`src/rtl/probit_pkg.sv`:
```
// rtl/probit_pkg.sv - shared state type and parameter defaults for the probit window accumulator
package probit_pkg;

   localparam int NSAMP_DEF = 8;
   localparam int NBITS_DEF = 21;
   localparam int NPER_DEF  = 17;

   typedef enum logic {
      ST_IDLE = 1'b0,
      ST_RUN  = 1'b1
   } state_t;

endpackage

```
`src/rtl/probit_popcount.sv`:
```
// rtl/probit_popcount.sv - registered population count of one NSAMP-bit sample word
module probit_popcount import probit_pkg::*; #(
   parameter int NSAMP = NSAMP_DEF
) (
   input  logic                         clk_i,
   input  logic                         rst_ni,
   input  logic [NSAMP-1:0]             bits_i,
   output logic [$clog2(NSAMP+1)-1:0]   count_o
);

   localparam int CW = $clog2(NSAMP + 1);

   logic [CW-1:0] count_d;

   always_comb begin
      count_d = '0;
      for (int i = 0; i < NSAMP; i++) begin
         count_d = count_d + CW'(bits_i[i]);
      end
   end

   always_ff @(posedge clk_i or negedge rst_ni) begin
      if (!rst_ni) begin
         count_o <= '0;
      end else begin
         count_o <= count_d;
      end
   end

endmodule

```
`src/rtl/probit_window_accumulator.sv`:
```
// rtl/probit_window_accumulator.sv - windowed gt/lt sample accumulator with saturating sums
// and single-shot or gap-free continuous publishing with ack/overrun handshake.
module probit_window_accumulator import probit_pkg::*; #(
   parameter int NSAMP = NSAMP_DEF,
   parameter int NBITS = NBITS_DEF,
   parameter int NPER  = NPER_DEF
) (
   input  logic             clk_i,
   input  logic             rst_ni,
   input  logic [NSAMP-1:0] gt_i,
   input  logic [NSAMP-1:0] lt_i,
   input  logic [NPER-1:0]  period_i,
   input  logic             cont_i,
   input  logic             start_i,
   input  logic             stop_i,
   input  logic             ack_i,
   output logic             busy_o,
   output logic             valid_o,
   output logic [NBITS-1:0] gt_sum_o,
   output logic [NBITS-1:0] lt_sum_o,
   output logic             sat_o,
   output logic             overrun_o
);

   localparam int CW = $clog2(NSAMP + 1);
   localparam int W1 = NBITS + 1;

   state_t            state_q, state_d;
   logic [NPER-1:0]   per_q;
   logic [NPER-1:0]   cnt_q;
   logic              cont_q;
   logic [NBITS-1:0]  gt_acc_q, lt_acc_q;
   logic              win_sat_q;
   logic [CW-1:0]     gt_pop, lt_pop;
   logic [NBITS:0]    gt_sum, lt_sum;
   logic [NBITS-1:0]  gt_clamp, lt_clamp;
   logic              start_ok, win_end;

   probit_popcount #(.NSAMP(NSAMP)) u_pop_gt (
      .clk_i   (clk_i),
      .rst_ni  (rst_ni),
      .bits_i  (gt_i),
      .count_o (gt_pop)
   );

   probit_popcount #(.NSAMP(NSAMP)) u_pop_lt (
      .clk_i   (clk_i),
      .rst_ni  (rst_ni),
      .bits_i  (lt_i),
      .count_o (lt_pop)
   );

   // Carry bit of the widened add flags that the true sum passed 2^NBITS-1.
   assign gt_sum   = W1'(gt_acc_q) + W1'(gt_pop);
   assign lt_sum   = W1'(lt_acc_q) + W1'(lt_pop);
   assign gt_clamp = gt_sum[NBITS] ? '1 : gt_sum[NBITS-1:0];
   assign lt_clamp = lt_sum[NBITS] ? '1 : lt_sum[NBITS-1:0];

   assign start_ok = (state_q == ST_IDLE) && start_i && (period_i != '0);
   assign win_end  = (state_q == ST_RUN) && (cnt_q == per_q);

   always_ff @(posedge clk_i or negedge rst_ni) begin
      if (!rst_ni) begin
         state_q <= ST_IDLE;
      end else begin
         state_q <= state_d;
      end
   end

   always_comb begin
      state_d = state_q;
      case (state_q)
         ST_IDLE: if (start_ok) state_d = ST_RUN;
         ST_RUN:  if (stop_i || (win_end && !cont_q)) state_d = ST_IDLE;
         default: state_d = ST_IDLE;
      endcase
   end

   always_comb begin
      busy_o = (state_q == ST_RUN);
   end

   // cnt_q == 0 marks the first RUN edge, where the popcount register still
   // holds the pre-window sample and must not be accumulated.
   always_ff @(posedge clk_i or negedge rst_ni) begin
      if (!rst_ni) begin
         per_q     <= '0;
         cont_q    <= 1'b0;
         cnt_q     <= '0;
         gt_acc_q  <= '0;
         lt_acc_q  <= '0;
         win_sat_q <= 1'b0;
      end else if (start_ok) begin
         per_q     <= period_i;
         cont_q    <= cont_i;
         cnt_q     <= '0;
         gt_acc_q  <= '0;
         lt_acc_q  <= '0;
         win_sat_q <= 1'b0;
      end else if (state_q == ST_RUN) begin
         if (win_end) begin
            cnt_q     <= NPER'(1);
            gt_acc_q  <= '0;
            lt_acc_q  <= '0;
            win_sat_q <= 1'b0;
         end else if (cnt_q == '0) begin
            cnt_q <= NPER'(1);
         end else begin
            cnt_q     <= cnt_q + NPER'(1);
            gt_acc_q  <= gt_clamp;
            lt_acc_q  <= lt_clamp;
            win_sat_q <= win_sat_q | gt_sum[NBITS] | lt_sum[NBITS];
         end
      end
   end

   always_ff @(posedge clk_i or negedge rst_ni) begin
      if (!rst_ni) begin
         gt_sum_o  <= '0;
         lt_sum_o  <= '0;
         sat_o     <= 1'b0;
         valid_o   <= 1'b0;
         overrun_o <= 1'b0;
      end else if (win_end) begin
         gt_sum_o <= gt_clamp;
         lt_sum_o <= lt_clamp;
         sat_o    <= win_sat_q | gt_sum[NBITS] | lt_sum[NBITS];
         valid_o  <= 1'b1;
         if (valid_o && !ack_i) begin
            overrun_o <= 1'b1;
         end
      end else if (ack_i && valid_o) begin
         valid_o   <= 1'b0;
         overrun_o <= 1'b0;
      end
   end

endmodule
```
`config.mk`:
```
export PLATFORM = sky130hd
export DESIGN_NAME = probit_window_accumulator
export DESIGN_NICKNAME = d
export VERILOG_FILES = /design/src/rtl/probit_pkg.sv /design/src/rtl/probit_popcount.sv /design/src/rtl/probit_window_accumulator.sv
export SDC_FILE = /design/constraint.sdc
export NUM_CORES = 1
export LEC_CHECK = 0
export CAP_MARGIN = 5
export CORE_ASPECT_RATIO = 0.8
export CORE_MARGIN = 1
export CORE_UTILIZATION = 35
export CTS_BUF_LIST = sky130_fd_sc_hd__clkbuf_2
export CTS_CLUSTER_DIAMETER = 100
export DETAILED_ROUTE_END_ITERATION = 12
export DONT_BUFFER_PORTS = 1
export GPL_ROUTABILITY_DRIVEN = 0
export SETUP_SLACK_MARGIN = 0.4
export SLEW_MARGIN = 20
export SYNTH_ARGS = -nofsm -noshare
export SYNTH_HDL_FRONTEND = slang
export SYNTH_SLANG_ARGS = --single-unit
```
`constraint.sdc`:
```
create_clock -name clk_i -period 5.8 [get_ports clk_i]
set_input_delay 0.58 -clock clk_i [delete_from_list [all_inputs] [get_ports clk_i]]
set_output_delay 0.58 -clock clk_i [all_outputs]
set_load 0.05 [all_outputs]
```
==> summary.md <==
| Metric | Value |
|---|---|
| Status | `completed` |
| Share of post-route cells with drive strength above 1 | `8.55%` |
| Total grt overflow | `0` |
| Initial core utilization | `35.6%` |
| #FFs+latches synth | `132` |
| Worst VDD drop | `0.000126 V` |
| Final Cycle Share | `49.2%` |
| PwrDens | `303 mW/mm^2` |
| Routed Wire Length | `18,600 um` |
| Number of global-route vias before repair | `5,259` |
| Finish-stage setup viols | `0` |
| Number of buffers created by CTS | `17` |
| Comb pwr share | `31.3%` |
| Drt first pass iters | `7` |
| Worst skew pair latency | `0.74 ns` |
| Clk sink count | `132` |
| Switching Fraction | `38.8%` |
| Largest net degree at the start of global routing | `133` |
| Synth cell count leaders | `dfrtp_1 (132), nor2_1 (73), nand2_1 (51), inv_1 (43), o21ai_0 (42)` |
| GRT Util Overall | `17.8%` |
| IO Pins | `85` |
| Worst Setup Start Kind | `flip-flop` |
| DIE AREA | `0.0216 sq mm` |
| Rel. slew slack | `30.2%` |
| DRT iter0 DRCs | `513` |
| Post-synth EDFFs | `0` |
| Post-synthesis sequential area ratio | `44.9%` |
| Worst Tran Pin Value | `1.04 ns` |
| Hold depth | `3` |
| Critical path peak fanout | `35` |
| Asr flop ratio synth | `100%` |
| H-tree Lvls | `4` |
| Final Slew Violations | `0` |
| DP HPWL | `12,300 um` |
| Post-route ant nets | `0` |
| Layout Nets | `825` |
| Netlist Area Pre-Place | `0.00735 sq mm` |
| Max clock buf depth | `2` |
| P_leak | `3.38 nW` |
| Mapped Cells | `756` |
| Psw | `0.939 mW` |
| Die span in x | `164 um` |
| Clock share of power | `23.5%` |
| Worst Hold Class | `input pin to flip-flop` |
| Max Cap Viol | `0` |
| Die height | `132 um` |
| Worst-case reg-to-reg path depth | `9` |
| RR Startpoint | `cnt_q[0]` |
| Register share of total power | `45.2%` |
| Drt drc | `0` |
| CTS tree | `built` |
| Maximum clock frequency | `0.350 GHz` |
| Setup Skew | `0.0469 ns` |
| Minimum clock period | `2.85 ns` |
| Post-Layout Inst Area | `0.00799 sq mm` |
| Share of the synthesized area in the top cell type | `44.9%` |
| Clock Tree Root | `clkbuf_2` |
| Int Power | `1.48 mW` |
| Post-CTS sizing | `0` |
| Vias per cell | `5.40` |
| Unrepaired setup endpoints after global routing | `no` |
| Yosys warns | `0` |
| Routed length per instance | `17.8 um` |
| Worst hold start | `lt_i[5]` |
| IO buf count | `0` |
| Critical Path RT | `6.45 ns` |
| Worst hold endpoint | `u_pop_lt.count_o[0]` |
| Via count | `5,622` |
| Synth cell types | `62` |
| Crit path capture type | `flip-flop` |
| Mapped Avg Cell Area | `9.72 sq um` |
| Critical R2R Capture | `lt_acc_q[15]` |
| Yosys top cell by area | `dfrtp_1` |
| Top-count cell post-synth | `dfrtp_1` |
| Register-to-register setup slack | `2.95 ns` |
| Final Hold Viols | `0` |
| Core area | `0.0206 sq mm` |
| Initial antenna violation count | `1` |
| Fin Setup TNS | `0 ns` |
| Global-route wire length before repair | `29,900 um` |
| Crit path kind | `flip-flop to flip-flop` |
| Dpl cell area | `0.00752 sq mm` |
| Worst-path clk slew | `0.22 ns` |
| Syn_nets | `821` |
| Ranking of synthesized cells by area | `dfrtp_1 (45%), nor2_1 (3.7%), xnor2_1 (3.6%)` |
| Area delta synth->final | `8.70%` |
| Post-synth top flop | `dfrtp_1` |
| Core Rows | `47` |
| CP arrival | `3.50 ns` |
per-stage QoR:
stage                     instances  hold slack [ns]  util, %  power (mW)  worst slack [ns]
after floorplan                 756            0.284        -        1.65              3.00
after global placement          988            0.292     36.4        1.81              2.92
after detailed placement        988            0.291     36.4        1.84              2.86
after CTS                      1041           0.0748     38.7        2.44              2.87
after global routing           1042           0.0725     38.7        2.57              2.76
final                          1042            0.125     38.7        2.42              2.95
area by class of cell:
type | instances | area (sq um)
clock inverters | 14 | 140
inverters | 43 | 161
repair buffers | 27 | 275
fillers | 2051 | 12600
flip-flops and latches | 132 | 3300
well taps | 269 | 337
clock buffers | 17 | 85.1
multi-input cells | 539 | 3690
diodes | 1 | 2.50
what timing repair did:
action / 4_1_cts / 5_1_grt
hold endpoints to repair: 153 / 0
hold buffers: 22 / 0
setup buffers: 0 / 0
per-layer routing:
metal / share of wire, % / global-route usage (%) / up-vias / wire length [um]
met4: 0.79 / 4.27 / 0 / 146
met3: 7.2 / 4.99 / 10 / 1340
li1: - / - / 2720 / -
met1: 52 / 28.2 / 2723 / 9700
met5: 0 / 0 / - / 0
met2: 40 / 23.1 / 169 / 7390
worst max-delay path by stage:
stage | from | end | slack [ns] | cells after the start
after CTS | gt_acc_q[3] | gt_sum_o[14] | 2.87 | 7
after floorplan | gt_i[0] | u_pop_gt.count_o[2] | 3.00 | 7
after global placement | gt_acc_q[3] | gt_sum_o[14] | 2.92 | 7
after detailed placement | gt_acc_q[3] | gt_sum_o[14] | 2.86 | 7
after global routing | cnt_q[6] | lt_sum_o[6] | 2.76 | 7
final | cnt_q[0] | lt_acc_q[15] | 2.95 | 9
cells in the final DEF (no fill, tap or decap), types with 10 or more instances in the layout:
| cell type | count |
|---|---|
| clkbuf_2 | 17 |
| o21ai_0 | 42 |
| o22ai_1 | 15 |
| a21oi_1 | 21 |
| o2bb2ai_1 | 23 |
| xor2_1 | 26 |
| dlygate4sd3_1 | 21 |
| mux2_2 | 14 |
| a31oi_1 | 28 |
| and3_1 | 12 |
| a22o_1 | 19 |
| ha_1 | 16 |
| nand2_1 | 51 |
| xnor2_1 | 30 |
| dfrtp_1 | 132 |
| inv_1 | 43 |
| nor2_1 | 73 |
| fa_1 | 10 |
| nand3_1 | 19 |
| or3_1 | 10 |
| nor3_1 | 10 |
| nand4_1 | 19 |
cell families (layout without fill, tap and decap cells):
logic type | count (synthesis) | in the layout | synth area share [%]
buf+inv | 85 | 101 | 5.14
simple gates | 238 | 238 | 16.2
fa+ha+maj | 26 | 26 | 5.45
xor+xnor | 56 | 56 | 6.67
other cells | 0 | 1 | 0
mux | 19 | 19 | 2.83
compound gates | 200 | 200 | 18.8
flops | 132 | 132 | 44.9
power by group through the flow:
stage,Combinational (mW),Sequential (mW),Clock (mW)
6_report,0.759,1.09,0.569
5_1_grt,0.836,1.11,0.621
4_1_cts,0.757,1.09,0.586
3_5_place_dp,0.725,1.11,0
3_3_place_gp,0.705,1.11,0
2_1_floorplan,0.563,1.08,0
state kept, by name (all words and copies together), names as in the netlist:
register	cells
gt_acc_q	21
gt_sum_o	21
lt_acc_q	21
lt_sum_o	21
cnt_q	17
per_q	17
u_pop_gt.count_o	4
u_pop_lt.count_o	4
busy_o	1
cont_q	1
overrun_o	1
sat_o	1
valid_o	1
win_sat_q	1
worst max-delay path, stage by stage (launching register included):
cell	delay [ns]
dfrtp_1	0.51
inv_1	0.09
ha_1	0.14
nor4b_1	0.25
nand4_1	0.39
and2_1	0.30
buf_4	0.24
o21ai_4	0.42
o22ai_1	0.16
a22o_1	0.27
(Power assumes the default switching activity.)
